==> src/rtl/alu_sequencer_if.sv <==
// ROM fetch port and ALU operand/result port between the sequencer (master) and its neighbours (slave).
interface alu_sequencer_if #(
  parameter int BITS   = 8,
  parameter int ADDR_W = 4,
  parameter int OP     = 4
);
  logic              rom_en;
  logic [ADDR_W-1:0] rom_addr;
  logic [7:0]        rom_data;
  logic              alu_en;
  logic [OP-1:0]     alu_op;
  logic [BITS-1:0]   alu_a;
  logic [BITS-1:0]   alu_b;
  logic [BITS-1:0]   alu_result;

  modport master (
    output rom_en, rom_addr, alu_en, alu_op, alu_a, alu_b,
    input  rom_data, alu_result
  );

  modport slave (
    input  rom_en, rom_addr, alu_en, alu_op, alu_a, alu_b,
    output rom_data, alu_result
  );
endinterface

==> src/rtl/alu_sequencer.sv <==
// Fetch/decode/execute sequencer over a 4-entry register file; 3 cycles per instruction.
// No backpressure: the ROM answers one cycle after rom_en and the ALU is combinational.
module alu_sequencer #(
  parameter int BITS   = 8,
  parameter int ADDR_W = 4,
  parameter int OP     = 4
) (
  input  logic            clk,
  input  logic            reset,
  input  logic            start,
  output logic            busy,
  output logic            done,
  output logic            err,
  input  logic            ld_en,
  input  logic [1:0]      ld_addr,
  input  logic [BITS-1:0] ld_data,
  input  logic [1:0]      rd_addr,
  output logic [BITS-1:0] rd_data,
  alu_sequencer_if.master bus
);
  typedef enum logic [2:0] {S_IDLE, S_FETCH, S_DECODE, S_EXEC, S_DONE} state_t;

  localparam logic [3:0]        OP_DIV  = 4'd3;
  localparam logic [3:0]        OP_MOD  = 4'd4;
  localparam logic [3:0]        OP_HALT = 4'hF;
  localparam logic [ADDR_W-1:0] LAST_PC = {ADDR_W{1'b1}};

  state_t            state;
  logic [ADDR_W-1:0] pc;
  logic [7:0]        ir;
  logic [BITS-1:0]   regs [4];

  logic [3:0] op_q;
  logic [1:0] rs_q;
  logic [1:0] rd_q;

  assign op_q         = ir[7:4];
  assign rs_q         = ir[3:2];
  assign rd_q         = ir[1:0];
  assign bus.rom_addr = pc;
  assign rd_data      = regs[rd_addr];

  always_ff @(posedge clk or posedge reset) begin
    if (reset) begin
      state      <= S_IDLE;
      pc         <= '0;
      ir         <= '0;
      busy       <= 1'b0;
      done       <= 1'b0;
      err        <= 1'b0;
      bus.rom_en <= 1'b0;
      bus.alu_en <= 1'b0;
      bus.alu_op <= '0;
      bus.alu_a  <= '0;
      bus.alu_b  <= '0;
      for (int i = 0; i < 4; i++) regs[i] <= '0;
    end else begin
      done <= 1'b0;
      case (state)
        S_IDLE: begin
          if (ld_en) regs[ld_addr] <= ld_data;
          if (start) begin
            state      <= S_FETCH;
            err        <= 1'b0;
            pc         <= '0;
            busy       <= 1'b1;
            bus.rom_en <= 1'b1;
          end
        end
        S_FETCH: begin
          bus.rom_en <= 1'b0;
          state      <= S_DECODE;
        end
        S_DECODE: begin
          // Operands are taken straight from the ROM word so they are registered on entry to EXEC.
          ir         <= bus.rom_data;
          bus.alu_en <= 1'b1;
          bus.alu_op <= OP'(bus.rom_data[7:4]);
          bus.alu_a  <= regs[bus.rom_data[1:0]];
          bus.alu_b  <= regs[bus.rom_data[3:2]];
          state      <= S_EXEC;
        end
        S_EXEC: begin
          bus.alu_en <= 1'b0;
          bus.alu_op <= '0;
          bus.alu_a  <= '0;
          bus.alu_b  <= '0;
          if (op_q == OP_HALT) begin
            state <= S_DONE;
            done  <= 1'b1;
          end else begin
            if (op_q[3]) begin
              err <= 1'b1;
            end else if ((op_q == OP_DIV || op_q == OP_MOD) && regs[rs_q] == '0) begin
              err <= 1'b1;
            end else begin
              regs[rd_q] <= bus.alu_result;
            end
            if (pc == LAST_PC) begin
              pc    <= '0;
              state <= S_DONE;
              done  <= 1'b1;
            end else begin
              pc         <= pc + ADDR_W'(1);
              state      <= S_FETCH;
              bus.rom_en <= 1'b1;
            end
          end
        end
        S_DONE: begin
          busy  <= 1'b0;
          state <= S_IDLE;
        end
        default: state <= S_IDLE;
      endcase
    end
  end
endmodule
==> src/flat_wrapper.sv <==
// flat-port wrapper written by rule: the top's interface ports become plain ports
module alu_sequencer_flat 
#(
  parameter int BITS   = 8,
  parameter int ADDR_W = 4,
  parameter int OP     = 4
)
  (clk, reset, start, busy, done, err, ld_en, ld_addr, ld_data, rd_addr, rd_data, bus_rom_en, bus_rom_addr, bus_alu_en, bus_alu_op, bus_alu_a, bus_alu_b, bus_rom_data, bus_alu_result);
  alu_sequencer_if #(.BITS(BITS), .ADDR_W(ADDR_W), .OP(OP)) bus_i ();
  input  logic clk;
  input  logic reset;
  input  logic start;
  output logic busy;
  output logic done;
  output logic err;
  input  logic ld_en;
  input  logic [1:0] ld_addr;
  input  logic [BITS-1:0] ld_data;
  input  logic [1:0] rd_addr;
  output logic [BITS-1:0] rd_data;
  output wire logic [$bits(bus_i.rom_en)-1:0] bus_rom_en;
  output wire logic [$bits(bus_i.rom_addr)-1:0] bus_rom_addr;
  output wire logic [$bits(bus_i.alu_en)-1:0] bus_alu_en;
  output wire logic [$bits(bus_i.alu_op)-1:0] bus_alu_op;
  output wire logic [$bits(bus_i.alu_a)-1:0] bus_alu_a;
  output wire logic [$bits(bus_i.alu_b)-1:0] bus_alu_b;
  input wire logic [$bits(bus_i.rom_data)-1:0] bus_rom_data;
  input wire logic [$bits(bus_i.alu_result)-1:0] bus_alu_result;
  assign bus_rom_en = bus_i.rom_en;
  assign bus_rom_addr = bus_i.rom_addr;
  assign bus_alu_en = bus_i.alu_en;
  assign bus_alu_op = bus_i.alu_op;
  assign bus_alu_a = bus_i.alu_a;
  assign bus_alu_b = bus_i.alu_b;
  assign bus_i.rom_data = bus_rom_data;
  assign bus_i.alu_result = bus_alu_result;
  alu_sequencer #(.BITS(BITS), .ADDR_W(ADDR_W), .OP(OP)) u_core (.clk(clk), .reset(reset), .start(start), .busy(busy), .done(done), .err(err), .ld_en(ld_en), .ld_addr(ld_addr), .ld_data(ld_data), .rd_addr(rd_addr), .rd_data(rd_data), .bus(bus_i));
endmodule
==> config.mk <==
export PLATFORM = sky130hd
export DESIGN_NAME = alu_sequencer_flat
export DESIGN_NICKNAME = d
export VERILOG_FILES = /design/src/rtl/alu_sequencer_if.sv /design/src/rtl/alu_sequencer.sv /design/src/flat_wrapper.sv
export SDC_FILE = /design/constraint.sdc
export NUM_CORES = 1
export LEC_CHECK = 0
export ABC_AREA = 1
export CAP_MARGIN = 20
export CORE_MARGIN = 2
export CORE_UTILIZATION = 48
export DETAILED_ROUTE_END_ITERATION = 8
export PLACE_DENSITY = 0.76
export REMOVE_ABC_BUFFERS = 1
export SYNTH_ARGS = -nofsm -noshare
export SYNTH_HDL_FRONTEND = slang
export SYNTH_SLANG_ARGS = --single-unit
==> constraint.sdc <==
create_clock -name clk -period 2.2 [get_ports clk]
set_input_delay 0.44 -clock clk [delete_from_list [all_inputs] [get_ports clk]]
set_output_delay 0.44 -clock clk [all_outputs]
set_load 0.05 [all_outputs]
# Yosys cells after proc, flatten, opt, wreduce, memory -nomap -nowiden
# Cells that the tools add are included.
[totals]
output_inout_bits = 37
in_bits = 32
regBits = 72
[classes]
n_eq_ne = 15
n_reduce_logical = 15
n_mux = 48
add_sub_neg = 1
bitwise = 6
n_lt_le_gt_ge = 8
[op_table]
columns = ["op", "n"]
rows = [
  ["$mux W32", 4],
  ["$mux W8", 10],
  ["$bmux W8 S2", 4],
  ["$bwmux W32", 2],
  ["$pmux W32 S2", 1],
  ["$demux W8 S2", 2],
  ["$pmux W8 S2", 2],
  ["$ge A3 B3 Y1 const B", 6],
  ["$not A2 Y3", 6],
  ["$pmux W4 S2", 2],
  ["$mux W4", 3],
  ["$ne A2 B2 Y1 const B", 6],
  ["$pmux W3 S4", 1],
  ["$mux W1", 10],
  ["$mux W3", 3],
  ["$eq A4 B4 Y1 const B", 2],
  ["$logic_not A8 Y1", 1],
  ["$reduce_and A4 Y1", 2],
  ["$eq A3 B2 Y1 const B", 2],
  ["$lt A3 B1 Y1 const B", 2],
  ["$pmux W1 S2", 3],
  ["$reduce_bool A2 Y1", 3],
  ["$reduce_and A5 Y1", 1],
  ["$add A4 B1 Y4 const B", 1],
  ["other kinds (12)", 14],
]

# Depth between registers and ports, before layout
[depth]
word_depth = 10
mapped_depth = 11

# Worst setup path before layout
# Ideal clock, no wire load.
[synth_timing]
path_kind = "input to output"
start = "input port rd_addr[0]"
end = "output port rd_data[0]"
n_path_buf = 1
path_stages = 4
arrival_time_ps = 1687
path_slack_ps = 73
cell_sequence = "clkinv_1 -> clkbuf_1 -> a21oi_1 -> a21oi_1"
[synth_via]
elab_chain_len = 4
[synth_lines]
columns = ["element", "line_no", "source"]
rows = [
  ["from (decl)", "flat_wrapper.sv:19", "input logic [1:0] rd_addr;"],
  ["$not A2 Y3 (implied by the code)", "alu_sequencer.sv:41", "assign rd_data = regs[rd_addr];"],
  ["$bmux W8 S2", "alu_sequencer.sv:41", ""],
  ["$mux W8 (implied by the code) (2 in a row)", "alu_sequencer.sv:41", ""],
  ["to (decl)", "flat_wrapper.sv:20", "output logic [BITS-1:0] rd_data;"],
]
# No other way between the ends. The select of a mux whose other input is x is not followed.

# Final worst setup path
[layout_timing]
start = "input port rd_addr[1]"
end = "output port rd_data[4]"
# Same word-level chain as after synthesis.

==> summary.md <==
| Metric | Value |
|---|---|
| Final setup viols | `0` |
| Synth Register Bits | `72` |
| Wirelength per Cell | `15.2 um` |
| IO buf count | `slightly below 70` |
| # Post-CTS Setup Buffers | `0` |
| Clock sinks | `just over 70` |
| Met3 usage | `2.96%` |
| # DRC | `0` |
| Placed Cells incl. Taps | `700` |
| WP buf/inv | `3` |
| Area Growth Syn to Fin | `25.4%` |
| Status | `finished, final reports clean` |
| Post-Syn Area | `0.00413 mm2` |
| Share of power burned in registers | `33.2%` |
| Antenna diode count | `0` |
| Die area | `0.00935 mm2` |
| Final hold violations | `0` |
| Filler instances | `767` |
| Number of routed nets with antenna violations | `0` |
| Max Cap Viol | `0` |
| Hold WS | `around 0.48 ns` |
| Placer Congestion | `0.893` |
| Yosys cell types | `31` |
| CTS H-tree depth | `3` |
| VDD IR max | `0.587 mV` |
| DR vias | `between 4000 and 5000` |
| Delay-heaviest family, CP | `buffers and inverters` |
| Register area | `0.00180 mm2` |
| Die height | `96.7 um` |
| Max-slew violation count | `0` |
| Nature of the critical path startpoint | `primary input` |
| Total Wirelength | `between 10000 and 15000 um` |
| Footprint of the multi-input gates | `0.00202 mm2` |
| Least-Margin Pin Slew | `0.559 ns` |
| Clk root buf | `clkbuf_8` |
| Drt initial violations | `roughly 400` |
| Gr ovfl total | `0` |
| Worst path slowest cell | `clkdlybuf4s50_1` |
| Core area | `0.00826 mm2` |
| Setup CP Type | `primary input to output pin` |
| RSZ-0062 raised after global routing | `no` |
| Most frequent cells in the layout | `nand2_1, dfrtp_1, clkdlybuf4s50_1` |
| Leak | `2.51 nW` |
| Post-synthesis cell count | `535` |
| Cells along the critical path | `clkdlybuf4s50_1, buf_4, o21ai_0, o22ai_1, buf_4` |
| Most common cell after layout, fill and taps aside | `nand2_1` |
| Clock power frac | `17.4%` |
| Vias per inst | `5.68` |
| CTS Buf Count | `9` |
| # nets final | `639` |
| Syn_area_per_cell | `7.71 um2` |
| GR Layer Usage met2 | `39.4%` |
| PD cells | `between 1000 and 1500 mW/mm2` |
| Clk buf depth | `2` |
| Final period util | `94.8%` |
| Critical Path Max Stage Delay | `0.50 ns` |
| Required time of the critical path | `1.76 ns` |
| Skew final | `0.0109 ns` |
| Largest net degree at the start of global routing | `73` |
| Max Freq | `480 MHz` |
| CTS tree | `built` |
| CP Max Fanout | `5` |
| Global-route wire length before repair | `~19000 um` |
| Boundary pin count | `69` |
| Initial antenna violation count | `0` |
| Cell mode on critical path | `buf_4` |
| Busiest grt layer | `met2` |
| YS warnings | `0` |
| Row Count | `33` |
| Sequential share of the synthesized area | `43.7%` |
| Worst-Skew Late Latency | `0.35 ns` |
| DP HPWL | `8130 um` |
| Fin crit period | `~2.1 ns` |
| Sw frac | `47.5%` |
| CTS clock-pin slew for the worst setup and hold paths | `approximately 0.07 ns` |
| First-pass detailed-route iteration total | `6` |
| Total Routing Usage GR | `24.3%` |
| Int Pwr | `between 3 and 4 mW` |
| Slew headroom | `62.7%` |
| Initial Util | `50.0%` |
| Met1 Use GR | `33.7%` |
| CP arrival | `1.65 ns` |
| Die width | `96.7 um` |
| P_sw | `3.41 mW` |
| Layout cells sized above 1 | `10.7%` |
| CP endpoint kind | `output pin` |
| Hold WC Path Type | `flop to flop` |
| Vias in the first global route | `approximately 3800` |
| Non-filler cells, final | `a little over 700` |
| Combinational share of power | `approximately half` |
[per-layer routing]
metal  wire length, um  vias to the layer above
met5                 0                        -
met4               183                        0
met3               662                       17
met2              5140                      174
met1              4870                     1892
li1                  -                     1971
[tightest hold or removal path: stages (launching register included)]
cell and delay, ns:
dfrtp_1 0.35, nand2_1 0.05, o31ai_1 0.05
[flip-flops by register name (all words and copies together), names as in the netlist]
signal	flops
u_core.regs	32
u_core.bus.alu_a	8
u_core.bus.alu_b	8
u_core.ir	8
u_core.bus.alu_op	4
u_core.bus.rom_addr	4
u_core.state	3
u_core.bus.alu_en	1
u_core.bus.rom_en	1
u_core.busy	1
u_core.done	1
u_core.err	1
[cell usage after synthesis]
cell type	instances	area share (%)
ha_1	1	0.30
nor2_8	1	0.49
inv_1	46	4.2
nor2_4	1	0.27
buf_6	2	0.55
inv_2	2	0.18
dfrtp_1	72	44
or2_2	3	0.46
nor3_1	8	0.97
buf_8	3	1.1
nand2_2	2	0.30
nand3_4	2	0.85
a22o_1	10	2.1
nor2_1	50	4.5
o31ai_1	6	1.1
o21ai_0	53	6.4
nand2_8	1	0.49
a21oi_1	26	3.2
o21ai_1	1	0.12
nor2_2	2	0.30
or2_1	1	0.15
nand2_4	7	1.9
nand3_2	4	0.97
inv_4	1	0.15
clkinv_1	1	0.091
buf_2	1	0.12
nand2_1	123	11
clkbuf_1	14	1.3
o22ai_1	47	7.1
nand3_1	41	5.0
a31oi_1	3	0.46
[kinds of logic after synthesis]
kind of cell               Yosys count  synth area share (%)
and+or+nand+nor                    246                  27.9
AOI/OAI and AO/OA                  146                  20.5
DFF                                 72                  43.7
buffers and inverters               70                  7.64
adders and majority gates            1                 0.303
[final timing paths]
| check | slack [ns] | cells after the start | end | startpoint |
|---|---|---|---|---|
| min in group asynchronous | 0.49 | 3 | u_core.bus.alu_op[0] | reset |
| min | 0.48 | 2 | u_core.bus.alu_a[7] | u_core.bus.alu_a[7] |
| max in group asynchronous | 1.40 | 3 | u_core.regs[20] | reset |
| max reg2reg | 0.29 | 10 | u_core.regs[4] | u_core.state[1] |
| max | 0.11 | 5 | rd_data[4] | rd_addr[1] |
| min reg2reg | 0.48 | 2 | u_core.bus.alu_a[7] | u_core.bus.alu_a[7] |
[power groups by stage]
stage	clock [mW]	combinational, mW	sequential [mW]
after floorplan	0	1.83	2.88
after global placement	0	3.47	2.35
after detailed placement	0	3.54	2.38
after CTS	1.27	3.55	2.36
after global routing	1.33	3.89	2.45
final	1.25	3.55	2.38
[cell type report]
cell class                 instances  share of cell area, %
multi-input combinational        393                   39.0
inverter                          50                   3.70
clock inverter                     5                   2.06
timing repair buffer              80                   15.5
tap                              105                   2.54
clock buffer                       9                   2.39
sequential                        72                   34.8
[through the flow]
step	util, %	power, mW	instance area (um2)	setup TNS, ns	worst slack [ns]
2_1_floorplan	-	4.70	4000	-4.67	-0.0649
3_3_place_gp	59.7	5.82	4930	-0.0785	-0.0366
3_5_place_dp	59.7	5.92	4930	-0.117	-0.0449
4_1_cts	62.6	7.18	5170	0	0.00801
5_1_grt	62.7	7.67	5170	0	0.0709
6_report	62.7	7.18	5170	0	0.115
[timing repair]
| action | CTS | global route |
|---|---|---|
| resized for setup | 3 | 3 |
| endpoints found under the setup margin | 4 | 4 |
| pin swaps | 0 | 0 |
| hold buffers | 0 | 0 |
| endpoints found under the hold margin | 0 | 0 |
Note: power is estimated with default switching activity, not from simulation.
